<file path="src/rtl/secret_buffer_pkg.sv">
// Shared SABER parameter defaults and types for the secret-coefficient buffer.
package secret_buffer_pkg;

    localparam int WORD_W_DEF   = 64;
    localparam int COEF_W_DEF   = 4;
    localparam int DEPTH_DEF    = 16;
    localparam int NUM_POLY_DEF = 3;

    typedef enum logic {
        IDLE = 1'b0,
        READ = 1'b1
    } rd_state_e;

    // Polynomial-select width; a single polynomial still needs a 1-bit port.
    function automatic int poly_w(input int num_poly);
        return (num_poly > 1) ? $clog2(num_poly) : 1;
    endfunction

endpackage

</file>
<file path="src/rtl/secret_buffer_if.sv">
// Load and burst-read signal bundle for secret_buffer; master drives requests, slave answers.
interface secret_buffer_if
    import secret_buffer_pkg::*;
#(
    parameter int WORD_W   = WORD_W_DEF,
    parameter int NUM_POLY = NUM_POLY_DEF
) ();

    localparam int POLY_W = poly_w(NUM_POLY);

    logic              clr;
    logic              wr_en;
    logic [WORD_W-1:0] wr_data;
    logic              wr_ready;
    logic              full;
    logic              rd_start;
    logic [POLY_W-1:0] rd_poly;
    logic              rd_hold;
    logic              busy;
    logic [WORD_W-1:0] rd_data;
    logic              rd_valid;
    logic              rd_last;

    modport master (
        output clr, wr_en, wr_data, rd_start, rd_poly, rd_hold,
        input  wr_ready, full, busy, rd_data, rd_valid, rd_last
    );

    modport slave (
        input  clr, wr_en, wr_data, rd_start, rd_poly, rd_hold,
        output wr_ready, full, busy, rd_data, rd_valid, rd_last
    );

endinterface

</file>
<file path="src/rtl/secret_ram.sv">
// Simple dual-port storage: one write port, one registered read port.
module secret_ram #(
    parameter int WORD_W = 64,
    parameter int WORDS  = 48,
    parameter int ADDR_W = 6
) (
    input  logic              clk,
    input  logic              rst,
    input  logic              we,
    input  logic [ADDR_W-1:0] waddr,
    input  logic [WORD_W-1:0] wdata,
    input  logic              re,
    input  logic [ADDR_W-1:0] raddr,
    output logic [WORD_W-1:0] rdata
);

    logic [WORD_W-1:0] mem [WORDS];

    // NOTE: the array has no reset so it maps onto block RAM; contents survive rst.
    always_ff @(posedge clk) begin
        if (we) begin
            mem[waddr] <= wdata;
        end
    end

    // Output register holds its value between reads so rd_data is stable when rd_valid is low.
    always_ff @(posedge clk) begin
        if (rst) begin
            rdata <= '0;
        end else if (re) begin
            rdata <= mem[raddr];
        end
    end

endmodule

</file>
<file path="src/rtl/secret_buffer.sv">
// Secret polynomial buffer: sequential word loading and per-polynomial burst reads.
module secret_buffer
    import secret_buffer_pkg::*;
#(
    parameter int WORD_W   = WORD_W_DEF,
    parameter int COEF_W   = COEF_W_DEF,
    parameter int DEPTH    = DEPTH_DEF,
    parameter int NUM_POLY = NUM_POLY_DEF
) (
    input logic              clk,
    input logic              rst,
    secret_buffer_if.slave   bus
);

    localparam int WORDS  = NUM_POLY * DEPTH;
    localparam int ADDR_W = (WORDS > 1) ? $clog2(WORDS) : 1;
    localparam int OFF_W  = $clog2(DEPTH);

    if (WORD_W % COEF_W != 0) begin : g_bad_coef_w
        $error("WORD_W must be a multiple of COEF_W");
    end
    if (DEPTH < 2 || (DEPTH & (DEPTH - 1)) != 0) begin : g_bad_depth
        $error("DEPTH must be a power of two, at least 2");
    end

    rd_state_e         state;
    logic [ADDR_W-1:0] wr_ptr;
    logic [ADDR_W-1:0] base_q;
    logic [ADDR_W-1:0] rd_addr;
    logic [OFF_W-1:0]  offset;
    logic              full_q;
    logic              busy_q;
    logic              rd_valid_q;
    logic              rd_last_q;
    logic              wr_accept;
    logic              rd_accept;
    logic              issue;
    logic              last_issue;

    assign bus.wr_ready = !busy_q && !full_q;
    assign bus.full     = full_q;
    assign bus.busy     = busy_q;
    assign bus.rd_valid = rd_valid_q;
    assign bus.rd_last  = rd_last_q;

    // clr wins over a same-cycle write, so the write is simply not accepted.
    assign wr_accept  = bus.wr_en && bus.wr_ready && !bus.clr;
    assign rd_accept  = bus.rd_start && (state == IDLE) && !busy_q
                        && (32'(bus.rd_poly) < 32'(NUM_POLY));
    assign issue      = (state == READ) && !bus.rd_hold;
    assign last_issue = issue && (offset == OFF_W'(DEPTH - 1));
    assign rd_addr    = base_q + ADDR_W'(offset);

    always_ff @(posedge clk) begin
        if (rst) begin
            wr_ptr <= '0;
            full_q <= 1'b0;
        end else if (bus.clr) begin
            wr_ptr <= '0;
            full_q <= 1'b0;
        end else if (wr_accept) begin
            if (wr_ptr == ADDR_W'(WORDS - 1)) begin
                wr_ptr <= '0;
                full_q <= 1'b1;
            end else begin
                wr_ptr <= wr_ptr + 1'b1;
            end
        end
    end

    // busy outlives the READ state by one cycle so it still covers the rd_last word.
    always_ff @(posedge clk) begin
        if (rst) begin
            state      <= IDLE;
            base_q     <= '0;
            offset     <= '0;
            busy_q     <= 1'b0;
            rd_valid_q <= 1'b0;
            rd_last_q  <= 1'b0;
        end else begin
            rd_valid_q <= issue;
            rd_last_q  <= last_issue;
            case (state)
                IDLE: begin
                    if (rd_accept) begin
                        state  <= READ;
                        base_q <= ADDR_W'(32'(bus.rd_poly) * 32'(DEPTH));
                        offset <= '0;
                        busy_q <= 1'b1;
                    end else if (rd_last_q) begin
                        busy_q <= 1'b0;
                    end
                end
                READ: begin
                    if (issue) begin
                        offset <= offset + 1'b1;
                        if (last_issue) begin
                            state <= IDLE;
                        end
                    end
                end
            endcase
        end
    end

    secret_ram #(
        .WORD_W (WORD_W),
        .WORDS  (WORDS),
        .ADDR_W (ADDR_W)
    ) u_ram (
        .clk   (clk),
        .rst   (rst),
        .we    (wr_accept),
        .waddr (wr_ptr),
        .wdata (bus.wr_data),
        .re    (issue),
        .raddr (rd_addr),
        .rdata (bus.rd_data)
    );

endmodule

</file>
<file path="src/flat_wrapper.sv">
// flat-port wrapper written by rule: the top's interface ports become plain ports
module secret_buffer_flat import secret_buffer_pkg::*;
#(
    parameter int WORD_W   = WORD_W_DEF,
    parameter int COEF_W   = COEF_W_DEF,
    parameter int DEPTH    = DEPTH_DEF,
    parameter int NUM_POLY = NUM_POLY_DEF
)
  (clk, rst, bus_clr, bus_wr_en, bus_wr_data, bus_rd_start, bus_rd_poly, bus_rd_hold, bus_wr_ready, bus_full, bus_busy, bus_rd_data, bus_rd_valid, bus_rd_last);
  secret_buffer_if #(.WORD_W(WORD_W), .NUM_POLY(NUM_POLY)) bus_i ();
  input logic clk;
  input logic rst;
  input wire logic [$bits(bus_i.clr)-1:0] bus_clr;
  input wire logic [$bits(bus_i.wr_en)-1:0] bus_wr_en;
  input wire logic [$bits(bus_i.wr_data)-1:0] bus_wr_data;
  input wire logic [$bits(bus_i.rd_start)-1:0] bus_rd_start;
  input wire logic [$bits(bus_i.rd_poly)-1:0] bus_rd_poly;
  input wire logic [$bits(bus_i.rd_hold)-1:0] bus_rd_hold;
  output wire logic [$bits(bus_i.wr_ready)-1:0] bus_wr_ready;
  output wire logic [$bits(bus_i.full)-1:0] bus_full;
  output wire logic [$bits(bus_i.busy)-1:0] bus_busy;
  output wire logic [$bits(bus_i.rd_data)-1:0] bus_rd_data;
  output wire logic [$bits(bus_i.rd_valid)-1:0] bus_rd_valid;
  output wire logic [$bits(bus_i.rd_last)-1:0] bus_rd_last;
  assign bus_i.clr = bus_clr;
  assign bus_i.wr_en = bus_wr_en;
  assign bus_i.wr_data = bus_wr_data;
  assign bus_i.rd_start = bus_rd_start;
  assign bus_i.rd_poly = bus_rd_poly;
  assign bus_i.rd_hold = bus_rd_hold;
  assign bus_wr_ready = bus_i.wr_ready;
  assign bus_full = bus_i.full;
  assign bus_busy = bus_i.busy;
  assign bus_rd_data = bus_i.rd_data;
  assign bus_rd_valid = bus_i.rd_valid;
  assign bus_rd_last = bus_i.rd_last;
  secret_buffer #(.WORD_W(WORD_W), .COEF_W(COEF_W), .DEPTH(DEPTH), .NUM_POLY(NUM_POLY)) u_core (.clk(clk), .rst(rst), .bus(bus_i));
endmodule
</file>
<file path="config.mk">
export PLATFORM = sky130hd
export DESIGN_NAME = secret_buffer_flat
export DESIGN_NICKNAME = d
export VERILOG_FILES = /design/src/rtl/secret_buffer_pkg.sv /design/src/rtl/secret_buffer_if.sv /design/src/rtl/secret_ram.sv /design/src/rtl/secret_buffer.sv /design/src/flat_wrapper.sv
export SDC_FILE = /design/constraint.sdc
export NUM_CORES = 2
export LEC_CHECK = 0
export ABC_CLOCK_PERIOD_IN_PS = 9700
export BUFFER_PORTS_ARGS = -buffer_cell sky130_fd_sc_hd__buf_4
export CORE_MARGIN = 2
export CORE_UTILIZATION = 50
export DETAILED_ROUTE_END_ITERATION = 16
export PLACE_DENSITY = 0.66
export SLEW_MARGIN = 20
export SYNTH_ARGS = -nofsm -noshare
export SYNTH_HDL_FRONTEND = slang
export SYNTH_SLANG_ARGS = --single-unit
</file>
<file path="constraint.sdc">
create_clock -name clk -period 9.7 [get_ports clk]
set_input_delay 0 -clock clk [delete_from_list [all_inputs] [get_ports clk]]
set_output_delay 0 -clock clk [all_outputs]
set_load 0.02 [all_outputs]
</file>
==> results by group <==
Run status
  – Status: complete, no violations

Cells and area
  – Area grow syn2layout: 13.2%
  – Commonest non-fill, non-tap cell in the layout: edfxtp_1
  – Ratio of cells with drive above 1 in the final layout: 23.5%
  – Filler cells: 17300
  – Fin nets: ~6000
  – Final Util: ~57%
  – Most frequent cells in the layout: edfxtp_1, mux4_2, clkbuf_16

Synthesis
  – Ranking of synthesized cells by area: edfxtp_1, mux4_2, mux2i_1
  – Yosys reg bits: 3153
  – Adder-cell share of the synthesized area: less than 1%
  – Mapped Cells: ~5500
  – Post-synth top flop: edfxtp_1
  – Cell Area, Synth: 0.120 sq mm
  – Post-synth EDFFs: roughly 3000
  – Synth Area in Compound Gates: around 3.8%
  – Synth cell types: 61
  – Main combinational cell family by area after synthesis: multiplexers
  – Async set-reset flop share out of synthesis: 0%
  – Yosys top cell by area: edfxtp_1
  – Multiplexer share of the synthesized area: between 10% and 20%
  – Simple-Gate Fraction of Synth Area: about 1.7%
  – Post-synthesis sequential area ratio: 78.2%
  – Post-Synth XOR/XNOR Area: less than 1%
  – Syn nets: between 5000 and 6000
  – Yosys top cell area share: between 70% and 80%
  – Yosys warns: 0
  – Mean post-synth cell area: roughly 22 sq um

Clock network
  – CTS Sinks: roughly 3200
  – Worst skew pair latency: 0.97 ns
  – CTS tree: done
  – Clock buffer count from CTS: 332
  – Clk buf depth: 4
  – H-Tree Depth: 5
  – Post-cts gate resize count: 0
  – Worst-path clk slew: 0.06 ns
  – Root buffer cell: clkbuf_16
  – Setup bufs post-CTS: 0
  – Hold-fix buffers at CTS: slightly above 80

Worst hold path
  – Hold WC Path Type: in2reg

Die
  – Width of the die: slightly below 500 microns
  – Cell Rows: between 150 and 200
  – IO Count: ~140
  – Die Footprint: between 0.2 and 0.25 sq mm
  – Die Height: a little under 500 microns
  – Starting Density: between 50 and 60%
  – Core area: 0.238 sq mm

Worst setup path
  – CP Launch Type: flip-flop
  – CP required: between 10 and 15 ns
  – Critical Path, Cell by Cell: buf_4 -> buf_12 -> buf_4 -> mux4_2 -> nand2_1 -> a21oi_1 -> o311ai_1 -> o211ai_1
  – Critical-path top delay cell: buf_4
  – Crit path max fanout: between 100 and 150
  – Crit Path Class: reg2reg
  – Worst Path Arrival: between 5 and 6 ns
  – Most used cell, CP: buf_4
  – Worst Setup End Kind: flip-flop
  – Slowest stage delay, CP: a little over 0.9 ns

Power and ir drop
  – Leak: approximately 41 nW
  – Pwr dens: a little over 200 mW/mm^2
  – Pwr Total: 0.0280 W
  – Peak supply drop: 0.000181 V

Global route
  – Pin count of the biggest net entering global routing: approximately 120
  – Initial antenna violation count: 14
  – Global-route wire length before repair: 461 mm
  – GRT Util Overall: about 27%
  – Number of global-route vias before repair: 60700
  – Total congestion overflow: 0

Placement
  – Final Wtd Congestion: around 0.8
  – Post-detail-place hpwl: 173 mm
  – IO Port Bufs: 140

Detailed routing
  – DRT iter0 DRCs: between 8000 and 9000
  – Pre-antenna DRT Iters: 6
  – DRC violations left: 0
  – Antenna Violating Nets Remaining: 0
  – Drt via density: around 6.6
  – Routed WL per cell: around 35 microns
  – Vias post-DR: a little over 60000
  – WL final: about 330 mm

Job
  – Max-Cap Viols: 0

Timing
  – Final clock skew: roughly 0.06 ns
  – # setup viols final: 0
  – Final worst-path cycle share: 46.9%
  – RSZ-0062 raised after global routing: no
  – Final hold vios: 0
  – Actual slew at the worst max-slew pin: ~1.2 ns
  – Tmin final: approximately 4.5 ns
  – Fmax: approximately 0.22 GHz
  – Max Slew Vio Count: 0
  – Rel. slew slack: 22.1%
  – Final TNS setup: 0 ns
-- kinds of logic (layout without fill, tap and decap cells) --
kind of cell / count (synthesis) / count (layout)
AOI/OAI and AO/OA: 620 / 620
xor gates and xnor gates: 6 / 6
adders and majority gates: 2 / 2
buffers and inverters: 324 / 953
DFF: 3153 / 3153
muxes: 966 / 966
other: 0 / 7
and+or+nand+nor: 454 / 454
-- final timing paths --
check / from / end / slack, ns / cells past startpoint
worst min register to register: u_core.u_ram.rdata[45] / u_core.u_ram.rdata[45] / 0.52 / 1
worst max-delay path: u_core.offset[1] / u_core.u_ram.rdata[5] / 5.15 / 8
worst max register to register: u_core.offset[1] / u_core.u_ram.rdata[5] / 5.15 / 8
worst min-delay path: bus_wr_data[42] / u_core.u_ram.mem[40][42] / 0.06 / 2
-- report_power, final --
part / internal (W) / switching (W)
Sequential: 0.0150 / 0.0000789
Clock: 0.00686 / 0.00506
Combinational: 0.000354 / 0.000615
-- worst max-delay path, delay by kind of cell (launching register included) --
family | cells | cell delay [ns]
DFF | 1 | 0.70
AOI/OAI and AO/OA | 3 | 0.81
and+or+nand+nor | 1 | 0.08
buffers and inverters | 3 | 2.07
muxes | 1 | 0.41
-- routing by layer --
layer,GRT usage (%),routed length [microns]
met4,8.91,11000
met1,37.4,126000
met3,4.90,31300
met2,43.3,161000
met5,0,11
-- cell usage after synthesis (all sizes together) (24+ instances only) --
library cell / instances
o22ai: 88
buf: 213
a2bb2oi: 24
a21oi: 62
a211oi: 76
nor2: 193
edfxtp: 3072
nor3: 25
mux2i: 332
a221oi: 49
clkbuf: 105
dfxtp: 81
o221ai: 29
mux4: 634
a22o: 67
o21ai: 92
nor2b: 27
a22oi: 47
nand2: 105
-- per-stage QoR --
stage               std cells  setup WS, ns  hold slack, ns  cell area, sq um
global placement         8667          5.20           0.262            125000
detailed placement       8667          5.20           0.264            125000
finish                   9328          5.15          0.0597            136000
floorplan                5525          5.11          0.0989            120000
global route             9324          4.96          0.0723            136000
CTS                      9320          5.15          0.0161            136000
-- state kept, by name (all words and copies together) (netlist names) --
register	cells
u_core.bus.full	1
u_core.bus.rd_valid	1
u_core.base_q	2
u_core.u_ram.rdata	64
u_core.wr_ptr	6
u_core.offset	4
u_core.bus.rd_last	1
u_core.state	1
u_core.u_ram.mem	3072
u_core.bus.busy	1
-- area by class of cell --
cell class / count / area [sq um] / share of cell area, %
Antenna cell: 7 / 17.5 / 0.0129
Clock buffer: 432 / 8910 / 6.56
Clock inverter: 140 / 1090 / 0.802
Inverter: 5 / 23.8 / 0.0175
Multi-Input combinational cell: 2048 / 24800 / 18.3
Sequential cell: 3153 / 93900 / 69.1
Tap cell: 3167 / 3960 / 2.92
Timing Repair Buffer: 376 / 3150 / 2.32
No activity file was read; power rests on OpenSTA's default activity.
